==> src/rtl/particle_telemetry.sv <==
// Decimating particle-stream tap: samples and per-step markers are queued in a
// small record FIFO and streamed as framed bytes over a UART 8N1 transmitter.
module particle_telemetry #(
  parameter int PSIZE        = 50,
  parameter int CLKS_PER_BIT = 868,
  parameter int DECIM        = 256,
  parameter int FIFO_DEPTH   = 16
) (
  input  logic             clk,
  input  logic             rst,
  input  logic             enable,
  input  logic             valid_in,
  input  logic             tlast_in,
  input  logic [PSIZE-1:0] particle_in,
  output logic             tx,
  output logic             busy,
  output logic [15:0]      step_count,
  output logic [15:0]      drop_count
);
  localparam int AW = (FIFO_DEPTH > 1) ? $clog2(FIFO_DEPTH) : 1;
  localparam int DW = (DECIM > 1) ? $clog2(DECIM) : 1;
  localparam int CW = $clog2(CLKS_PER_BIT);

  typedef struct packed {
    logic        kind;     // 1 = step marker, 0 = particle sample
    logic [55:0] payload;
  } rec_t;

  typedef enum logic [1:0] {F_IDLE, F_POP, F_LOAD, F_SEND} fstate_t;
  typedef enum logic [1:0] {U_IDLE, U_START, U_DATA, U_STOP} ustate_t;

  // ---------------- capture / decimation ----------------
  logic [15:0]   step_q, step_d, drop_q, drop_d;
  logic [DW-1:0] dcnt_q, dcnt_d;
  logic          wr_en;
  rec_t          wr_rec;

  always_comb begin
    wr_en  = 1'b0;
    wr_rec = '0;
    step_d = step_q;
    dcnt_d = dcnt_q;
    if (valid_in) begin
      if (tlast_in) begin
        wr_en  = 1'b1;
        wr_rec = {1'b1, 40'd0, step_q};
        step_d = step_q + 16'd1;
        dcnt_d = '0;
      end else if (enable) begin
        wr_en          = (dcnt_q == '0);
        wr_rec.payload = 56'(particle_in);
        dcnt_d         = (dcnt_q == DW'(DECIM - 1)) ? '0 : dcnt_q + 1'b1;
      end
    end
  end

  // ---------------- record FIFO ----------------
  rec_t          mem_q [FIFO_DEPTH];
  logic [AW:0]   wr_ptr_q, wr_ptr_d, rd_ptr_q, rd_ptr_d, fcnt;
  logic          full, empty, push, pop;
  fstate_t       fstate_q, fstate_d;

  assign fcnt  = wr_ptr_q - rd_ptr_q;
  assign full  = (fcnt == (AW+1)'(FIFO_DEPTH));
  assign empty = (fcnt == '0);
  // Fullness is judged on the registered count, so a same-cycle pop never rescues a write.
  assign push  = wr_en & ~full;
  assign pop   = (fstate_q == F_POP);

  always_comb begin
    wr_ptr_d = push ? wr_ptr_q + 1'b1 : wr_ptr_q;
    rd_ptr_d = pop  ? rd_ptr_q + 1'b1 : rd_ptr_q;
    drop_d   = (wr_en && full && drop_q != 16'hFFFF) ? drop_q + 16'd1 : drop_q;
  end

  always_ff @(posedge clk) begin
    if (push) mem_q[wr_ptr_q[AW-1:0]] <= wr_rec;
  end

  // ---------------- frame FSM ----------------
  logic [63:0] sh_q, sh_d;
  logic [3:0]  bcnt_q, bcnt_d;
  logic        u_start, u_done;
  rec_t        head;

  assign head = mem_q[rd_ptr_q[AW-1:0]];

  always_comb begin
    fstate_d = fstate_q;
    sh_d     = sh_q;
    bcnt_d   = bcnt_q;
    u_start  = 1'b0;
    case (fstate_q)
      F_IDLE: if (!empty) fstate_d = F_POP;
      F_POP: begin
        if (head.kind) begin
          sh_d   = {40'd0, head.payload[15:0], 8'h5A};
          bcnt_d = 4'd3;
        end else begin
          sh_d   = {head.payload, 8'hA5};
          bcnt_d = 4'd8;
        end
        fstate_d = F_LOAD;
      end
      F_LOAD: begin
        u_start  = 1'b1;
        sh_d     = sh_q >> 8;
        bcnt_d   = bcnt_q - 4'd1;
        fstate_d = F_SEND;
      end
      F_SEND: if (u_done) begin
        if (bcnt_q != 4'd0) begin
          // Restart the UART on the stop bit's final cycle for gapless bytes.
          u_start = 1'b1;
          sh_d    = sh_q >> 8;
          bcnt_d  = bcnt_q - 4'd1;
        end else begin
          fstate_d = empty ? F_IDLE : F_POP;
        end
      end
      default: fstate_d = F_IDLE;
    endcase
  end

  // ---------------- UART 8N1 transmitter ----------------
  ustate_t       ustate_q, ustate_d;
  logic [CW-1:0] ucnt_q, ucnt_d;
  logic [2:0]    ubit_q, ubit_d;
  logic [7:0]    ush_q, ush_d;
  logic          tx_q, tx_d, bit_end;

  assign bit_end = (ucnt_q == CW'(CLKS_PER_BIT - 1));
  assign u_done  = (ustate_q == U_STOP) && bit_end;

  always_comb begin
    ustate_d = ustate_q;
    ucnt_d   = bit_end ? '0 : ucnt_q + 1'b1;
    ubit_d   = ubit_q;
    ush_d    = ush_q;
    tx_d     = tx_q;
    case (ustate_q)
      U_IDLE: begin
        ucnt_d = '0;
        if (u_start) begin
          ustate_d = U_START;
          ush_d    = sh_q[7:0];
          tx_d     = 1'b0;
        end
      end
      U_START: if (bit_end) begin
        ustate_d = U_DATA;
        ubit_d   = 3'd0;
        tx_d     = ush_q[0];
      end
      U_DATA: if (bit_end) begin
        if (ubit_q == 3'd7) begin
          ustate_d = U_STOP;
          tx_d     = 1'b1;
        end else begin
          ubit_d = ubit_q + 3'd1;
          ush_d  = ush_q >> 1;
          tx_d   = ush_q[1];
        end
      end
      U_STOP: if (bit_end) begin
        if (u_start) begin
          ustate_d = U_START;
          ush_d    = sh_q[7:0];
          tx_d     = 1'b0;
        end else begin
          ustate_d = U_IDLE;
        end
      end
      default: ustate_d = U_IDLE;
    endcase
  end

  always_ff @(posedge clk) begin
    if (rst) begin
      step_q   <= '0;
      drop_q   <= '0;
      dcnt_q   <= '0;
      wr_ptr_q <= '0;
      rd_ptr_q <= '0;
      fstate_q <= F_IDLE;
      sh_q     <= '0;
      bcnt_q   <= '0;
      ustate_q <= U_IDLE;
      ucnt_q   <= '0;
      ubit_q   <= '0;
      ush_q    <= '0;
      tx_q     <= 1'b1;
    end else begin
      step_q   <= step_d;
      drop_q   <= drop_d;
      dcnt_q   <= dcnt_d;
      wr_ptr_q <= wr_ptr_d;
      rd_ptr_q <= rd_ptr_d;
      fstate_q <= fstate_d;
      sh_q     <= sh_d;
      bcnt_q   <= bcnt_d;
      ustate_q <= ustate_d;
      ucnt_q   <= ucnt_d;
      ubit_q   <= ubit_d;
      ush_q    <= ush_d;
      tx_q     <= tx_d;
    end
  end

  assign tx         = tx_q;
  assign busy       = ~empty | (fstate_q != F_IDLE);
  assign step_count = step_q;
  assign drop_count = drop_q;
endmodule
==> config.mk <==
export PLATFORM = sky130hd
export DESIGN_NAME = particle_telemetry
export DESIGN_NICKNAME = d
export VERILOG_FILES = /design/src/rtl/particle_telemetry.sv
export SDC_FILE = /design/constraint.sdc
export NUM_CORES = 1
export LEC_CHECK = 0
export ABC_CLOCK_PERIOD_IN_PS = 8000
export BUFFER_PORTS_ARGS = -buffer_cell sky130_fd_sc_hd__buf_2
export CAP_MARGIN = 5
export CORE_MARGIN = 10
export CORE_UTILIZATION = 67
export CTS_BUF_LIST = sky130_fd_sc_hd__clkbuf_2 sky130_fd_sc_hd__clkbuf_4 sky130_fd_sc_hd__clkbuf_8
export DETAILED_ROUTE_END_ITERATION = 6
export MAX_ROUTING_LAYER = met4
export PLACE_DENSITY = 0.85
export SYNTH_ARGS = -nofsm -noshare
export SYNTH_HDL_FRONTEND = slang
export SYNTH_SLANG_ARGS = --single-unit
==> constraint.sdc <==
create_clock -name clk -period 8 [get_ports clk]
set_input_delay 0.8 -clock clk [delete_from_list [all_inputs] [get_ports clk]]
set_output_delay 0.8 -clock clk [all_outputs]
set_load 0.05 [all_outputs]
* Yosys cells after proc, flatten, opt, wreduce, memory -nomap -nowiden *
Memory sizes are Yosys's and may differ from the RTL's. A register that Yosys moved wholly into a read port is not among the register bits.
Cells that the tools add are included.

cells by class
  shifts and indexed selects = 0
  equality and inequality tests = 21
  bitwise operators = 4
  reductions and logical operators = 22
  order comparisons = 0
  mux-type cells = 52
  $add $sub $neg = 9
  div/mod/pow operators = 0
  multiply operators = 0

operator list
  operator                                                         count
  64-bit 2-to-1 mux                                                3
  64-bit case mux with 3 select lines                              1
  50-bit 2-to-1 mux                                                2
  57-bit 2-to-1 mux                                                1
  8-bit 2-to-1 mux                                                 7
  16-bit by 1-bit adder with 16-bit output, second input constant  2
  8-bit case mux with 3 select lines                               1
  4-bit 2-to-1 mux                                                 5
  2-bit inequality test, second input constant                     10
  2-bit 2-to-1 mux                                                 8
  16-bit inequality test, second input constant                    1
  2-bit case mux with 4 select lines                               2
  1-bit 2-to-1 mux                                                 15
  4-bit case mux with 3 select lines                               1
  10-bit by 1-bit adder with 10-bit output, second input constant  1
  5-bit by 1-bit adder with 5-bit output, second input constant    2
  10-bit equality test, second input constant                      1
  3-bit 2-to-1 mux                                                 3
  3-bit AND reduction                                              3
  8-bit by 1-bit adder with 8-bit output, second input constant    1
  2-bit equality test, second input constant                       4
  8-bit equality test, second input constant                       1
  8-bit zero test                                                  1
  4-bit AND reduction                                              2
  21 further kinds                                                 30

word-level totals
  bits in read-only memories = 0
  memories kept = 1
  output and inout bits = 34
  logic and storage cells = 122
  bits in writable memories = 912
  input bits = 55
  bits in latches = 0
  register bits after elaboration = 144

memories
  memory  depth  width  read ports  clocked after Yosys merged registers in  wr ports  line  source
  mem_q   16     57     1           1                                        1         58    rec_t mem_q [FIFO_DEPTH];

* Longest topological paths before layout *
  depth after elaboration = 7
  mapped depth = 9
  mapped depth without buffers = 7

* Worst setup path after synthesis *
Ideal clock, no wire load.

  path type = reg-to-reg
  start = register rd_ptr_q[2]
  end = memory mem_q[3][0] in the netlist's numbering (enable)
  arrival time = 3.158 ns
  cell stages (with the launch flop) = 9
  setup slack = 4.427 ns
  buffers on the path = 1
  cell sequence = dfxtp_1 > inv_1 > ha_1 > and3b_1 > o211a_1 > o211a_1 > nor2_1 > clkbuf_1 > and3_1

between the ends
  word-level cells in the longest chain between the ends = 6

RTL lines
  what                                    line  source
  from (decl)                             59    logic [AW:0] wr_ptr_q, wr_ptr_d, rd_ptr_q, rd_ptr_d, fcnt;
  from (signal assigned)                  198   rd_ptr_q <= rd_ptr_d;
  5-bit subtractor                        63    assign fcnt = wr_ptr_q - rd_ptr_q;
  5-bit equality test                     64    assign full = (fcnt == (AW+1)'(FIFO_DEPTH));
  1-bit inverter                          67    assign push = wr_en & ~full;
  1-bit AND                               67
  1-bit 2-to-1 mux                        77    if (push) mem_q[wr_ptr_q[AW-1:0]] <= wr_rec;
  1-bit 2-to-1 mux (not written as such)  77
  to (decl)                               58

No other way between the ends.

* Final worst setup path *
  start = register rd_ptr_q[2]
  end = memory mem_q[3][36] in the netlist's numbering (enable)

The elaborated chain is that of the path after synthesis.

==> flow_metrics.tcl <==
set metrics [dict create \
    fp.dieW_um 258.3 \
    drc_errors 0 \
    area_growth_pct 10.77 \
    clkLatencyLatePin_ns 0.80 \
    coreArea_mm2 0.05628 \
    drive_gt1_frac 0.2729 \
    dp.cells 2791 \
    initial_core_util 0.6760 \
    drtAntennaViolNets 0 \
    cts_tree "yes" \
    syn_nets 2117 \
    layout_min_cycle_time_ns 4.107 \
    outcome "complete, no violations" \
    yosysWarnings 0 \
    slew_headroom 0.2541 \
    yosysSeqAreaShare 0.7188 \
    worstSetupStartpointType "register" \
    vias 20630 \
    finalClockSkew_ns 0.03328 \
    path_max_fanout 33 \
    ctsHoldBuffers 0 \
    routed_wl_um 85240 \
    syn_area_mm2 0.03805 \
    io_buffers 88 \
    final_hold_viol_count 0 \
    routabilityCongestion 0.8254 \
    clk_pin_slew_worst_paths_ns 0.06 \
    antenna_found_initial 1 \
    max-cap-violations 0 \
    placed_area_mm2 0.03917 \
    crit_path_end_kind "register" \
    power.total_mw 12.19 \
    die_y_um 258.3 \
    track_usage 0.2672 \
    cts_buffers 148 \
    postLayoutCellArea_mm2 0.04214 \
    num_io_pins 89 \
    fmax_mhz 243.5 \
    setup_viol 0 \
    cts_sinks 958 \
    vias_per_cell 6.742 \
    cts.repair.resized 0 \
    cp.required_ns 8.42 \
    grt_pass1_wl_um 129700 \
    vdd_ir_drop_max_uv 229.6 \
    grt_max_degree 167 \
    hpwl_um 45570 \
    cts_buffer_depth 3 \
    finalCritPeriodShare 0.5133 \
    dr.pass1.iters 6 \
    leakage_nw 13.69 \
    slew_viol_final 0 \
    first_iter_violations 2377 \
    wl_per_cell_um 27.86 \
    crit_type "reg2reg" \
    grt_pass1_vias 21234 \
    critPathArrivalTime_ns 4.52 \
    holdWs_ns 0.3955 \
    async_flop_share 0 \
    fp-row-count 87 \
    synth_cell_types 67 \
    root_buffer "clkbuf_8" \
    fin_cells 3060 \
    grt_overflow 0 \
    pwr_density_cell_mw_per_mm2 289.1 \
    synth-seq-cells 958 \
    holdCritPathClass "in2reg" \
    syn_avg_cell_area_um2 18.70 \
    ys.flop_type "edfxtp_1" \
    finalNetCount 2267 \
    tightest_slew_ns 1.119 \
    htree_levels 4 \
    die_area_mm2 0.06672 \
    tns_ns 0 \
    rsz0062_at_grt "false" \
    cts_setup_buffers 0 \
    synth_edf_count 816 \
    netlist_instances 2035 \
]
[sequential cells by signal, summed over array words and instances (netlist names), named ones only]
| name | count |
|---|---|
| mem_q | 816 |
| sh_q | 58 |
| ustate_q | 2 |
| ush_q | 8 |
| step_count | 16 |
| wr_ptr_q | 5 |
| ucnt_q | 10 |
| bcnt_q | 4 |
| drop_count | 16 |
| dcnt_q | 8 |
| ubit_q | 3 |
| tx | 1 |
| rd_ptr_q | 5 |
| fstate_q | 2 |
[final timing paths]
path | startpoint | to | slack [ns] | depth (start not counted)
worst max-delay path | rd_ptr_q[2]$_SDFFE_PP0P_ | mem_q[3][36]$_DFFE_PP_ | 3.89 | 8
worst min-delay path | rst | bcnt_q[0]$_SDFFE_PP0P_ | 0.40 | 2
worst max register to register | rd_ptr_q[2]$_SDFFE_PP0P_ | mem_q[3][36]$_DFFE_PP_ | 3.89 | 8
worst min register to register | sh_q[56]$_SDFFE_PP0P_ | sh_q[56]$_SDFFE_PP0P_ | 0.46 | 1
[per-stage QoR]
step | setup slack, ns | util
finish | 3.893 | 0.7489
global route | 3.748 | 0.7488
CTS | 3.977 | 0.7487
detailed placement | 3.780 | 0.6961
global placement | 3.939 | 0.6961
floorplan | 4.427 | -
[per-layer routing]
metal	track usage	routed length, um	vias to the layer above
met5	-	0	-
met4	0.1052	2603	0
met3	0.06249	8780	195
met2	0.4232	43280	1326
met1	0.3350	30580	10495
li1	-	-	8614
[cell usage in the layout, fill, tap and decap left out, drive strengths merged, types with 10 or more instances in the layout]
master	count
and2	40
a211oi	11
xor2	14
dfxtp	142
o221ai	27
and3	21
or4	13
mux2i	71
nand3	21
nor2	91
xnor2	16
a22o	15
a32o	30
mux4	226
nand2b	33
o31ai	12
buf	119
clkinv	34
a311oi	18
inv	36
edfxtp	816
clkbuf	220
o21ai	19
ha	27
nand2	72
nand4	16
a21oi	34
or3	10
nor3	11
[synth_stat cells, types with 16 or more instances]
master	instances	area, um^2
nand3_1	21	105.1
xnor2_1	16	140.1
ha_1	27	337.8
a32o_1	30	300.3
o21ai_0	19	95.09
mux4_2	226	5090
mux2i_1	71	710.7
buf_2	31	155.2
o221ai_1	27	236.5
nand4_1	16	100.1
a21oi_1	34	170.2
nand2b_1	33	206.5
nand2_1	72	270.3
clkbuf_1	58	217.7
and2_1	40	250.2
edfxtp_1	816	24500
dfxtp_1	142	2843
nor2_1	90	337.8
and3_1	21	131.4
inv_1	33	123.9
a311oi_1	18	157.7
[final cells by class]
cell class | count | area (um^2)
diodes | 3 | 7.507
clock buffers | 220 | 2703
clock inverters | 46 | 261.5
fillers | 2957 | 14130
inverters | 33 | 123.9
multi-input cells | 925 | 10040
flip-flops and latches | 958 | 27360
well taps | 756 | 945.9
repair buffers | 119 | 700.7
[worst max-delay path, stage by stage, from the launching register on]
cell     delay [ns]
dfxtp_1        0.35
inv_1          0.08
ha_1           0.32
and3b_1        0.25
o211a_1        0.28
o211a_1        0.28
nor2_1         0.73
and3_2         0.75
buf_4          0.64
[cells by family (layout without fill, tap and decap cells)]
family	after synthesis	in the layout	share of synthesized area
other	0	3	0
AO/OA/AOI/OAI	211	211	0.04394
AND/OR/NAND/NOR	356	356	0.04877
buffers and inverters	152	418	0.01881
flip-flops	958	958	0.7188
multiplexers	300	300	0.1533
XOR/XNOR	31	31	0.007498
adder cells (fa/ha/maj)	27	27	0.008879
[where the power goes]
group | switching (mW) | internal, mW | leakage (nW) | total, mW
clock network | 1.84 | 2.19 | 1.56 | 4.03
logic | 1.22 | 1.16 | 3.34 | 2.38
registers | 0.205 | 5.57 | 8.80 | 5.78
total | 3.26 | 8.92 | 13.7 | 12.2
No activity file was read; power rests on OpenSTA's default activity.
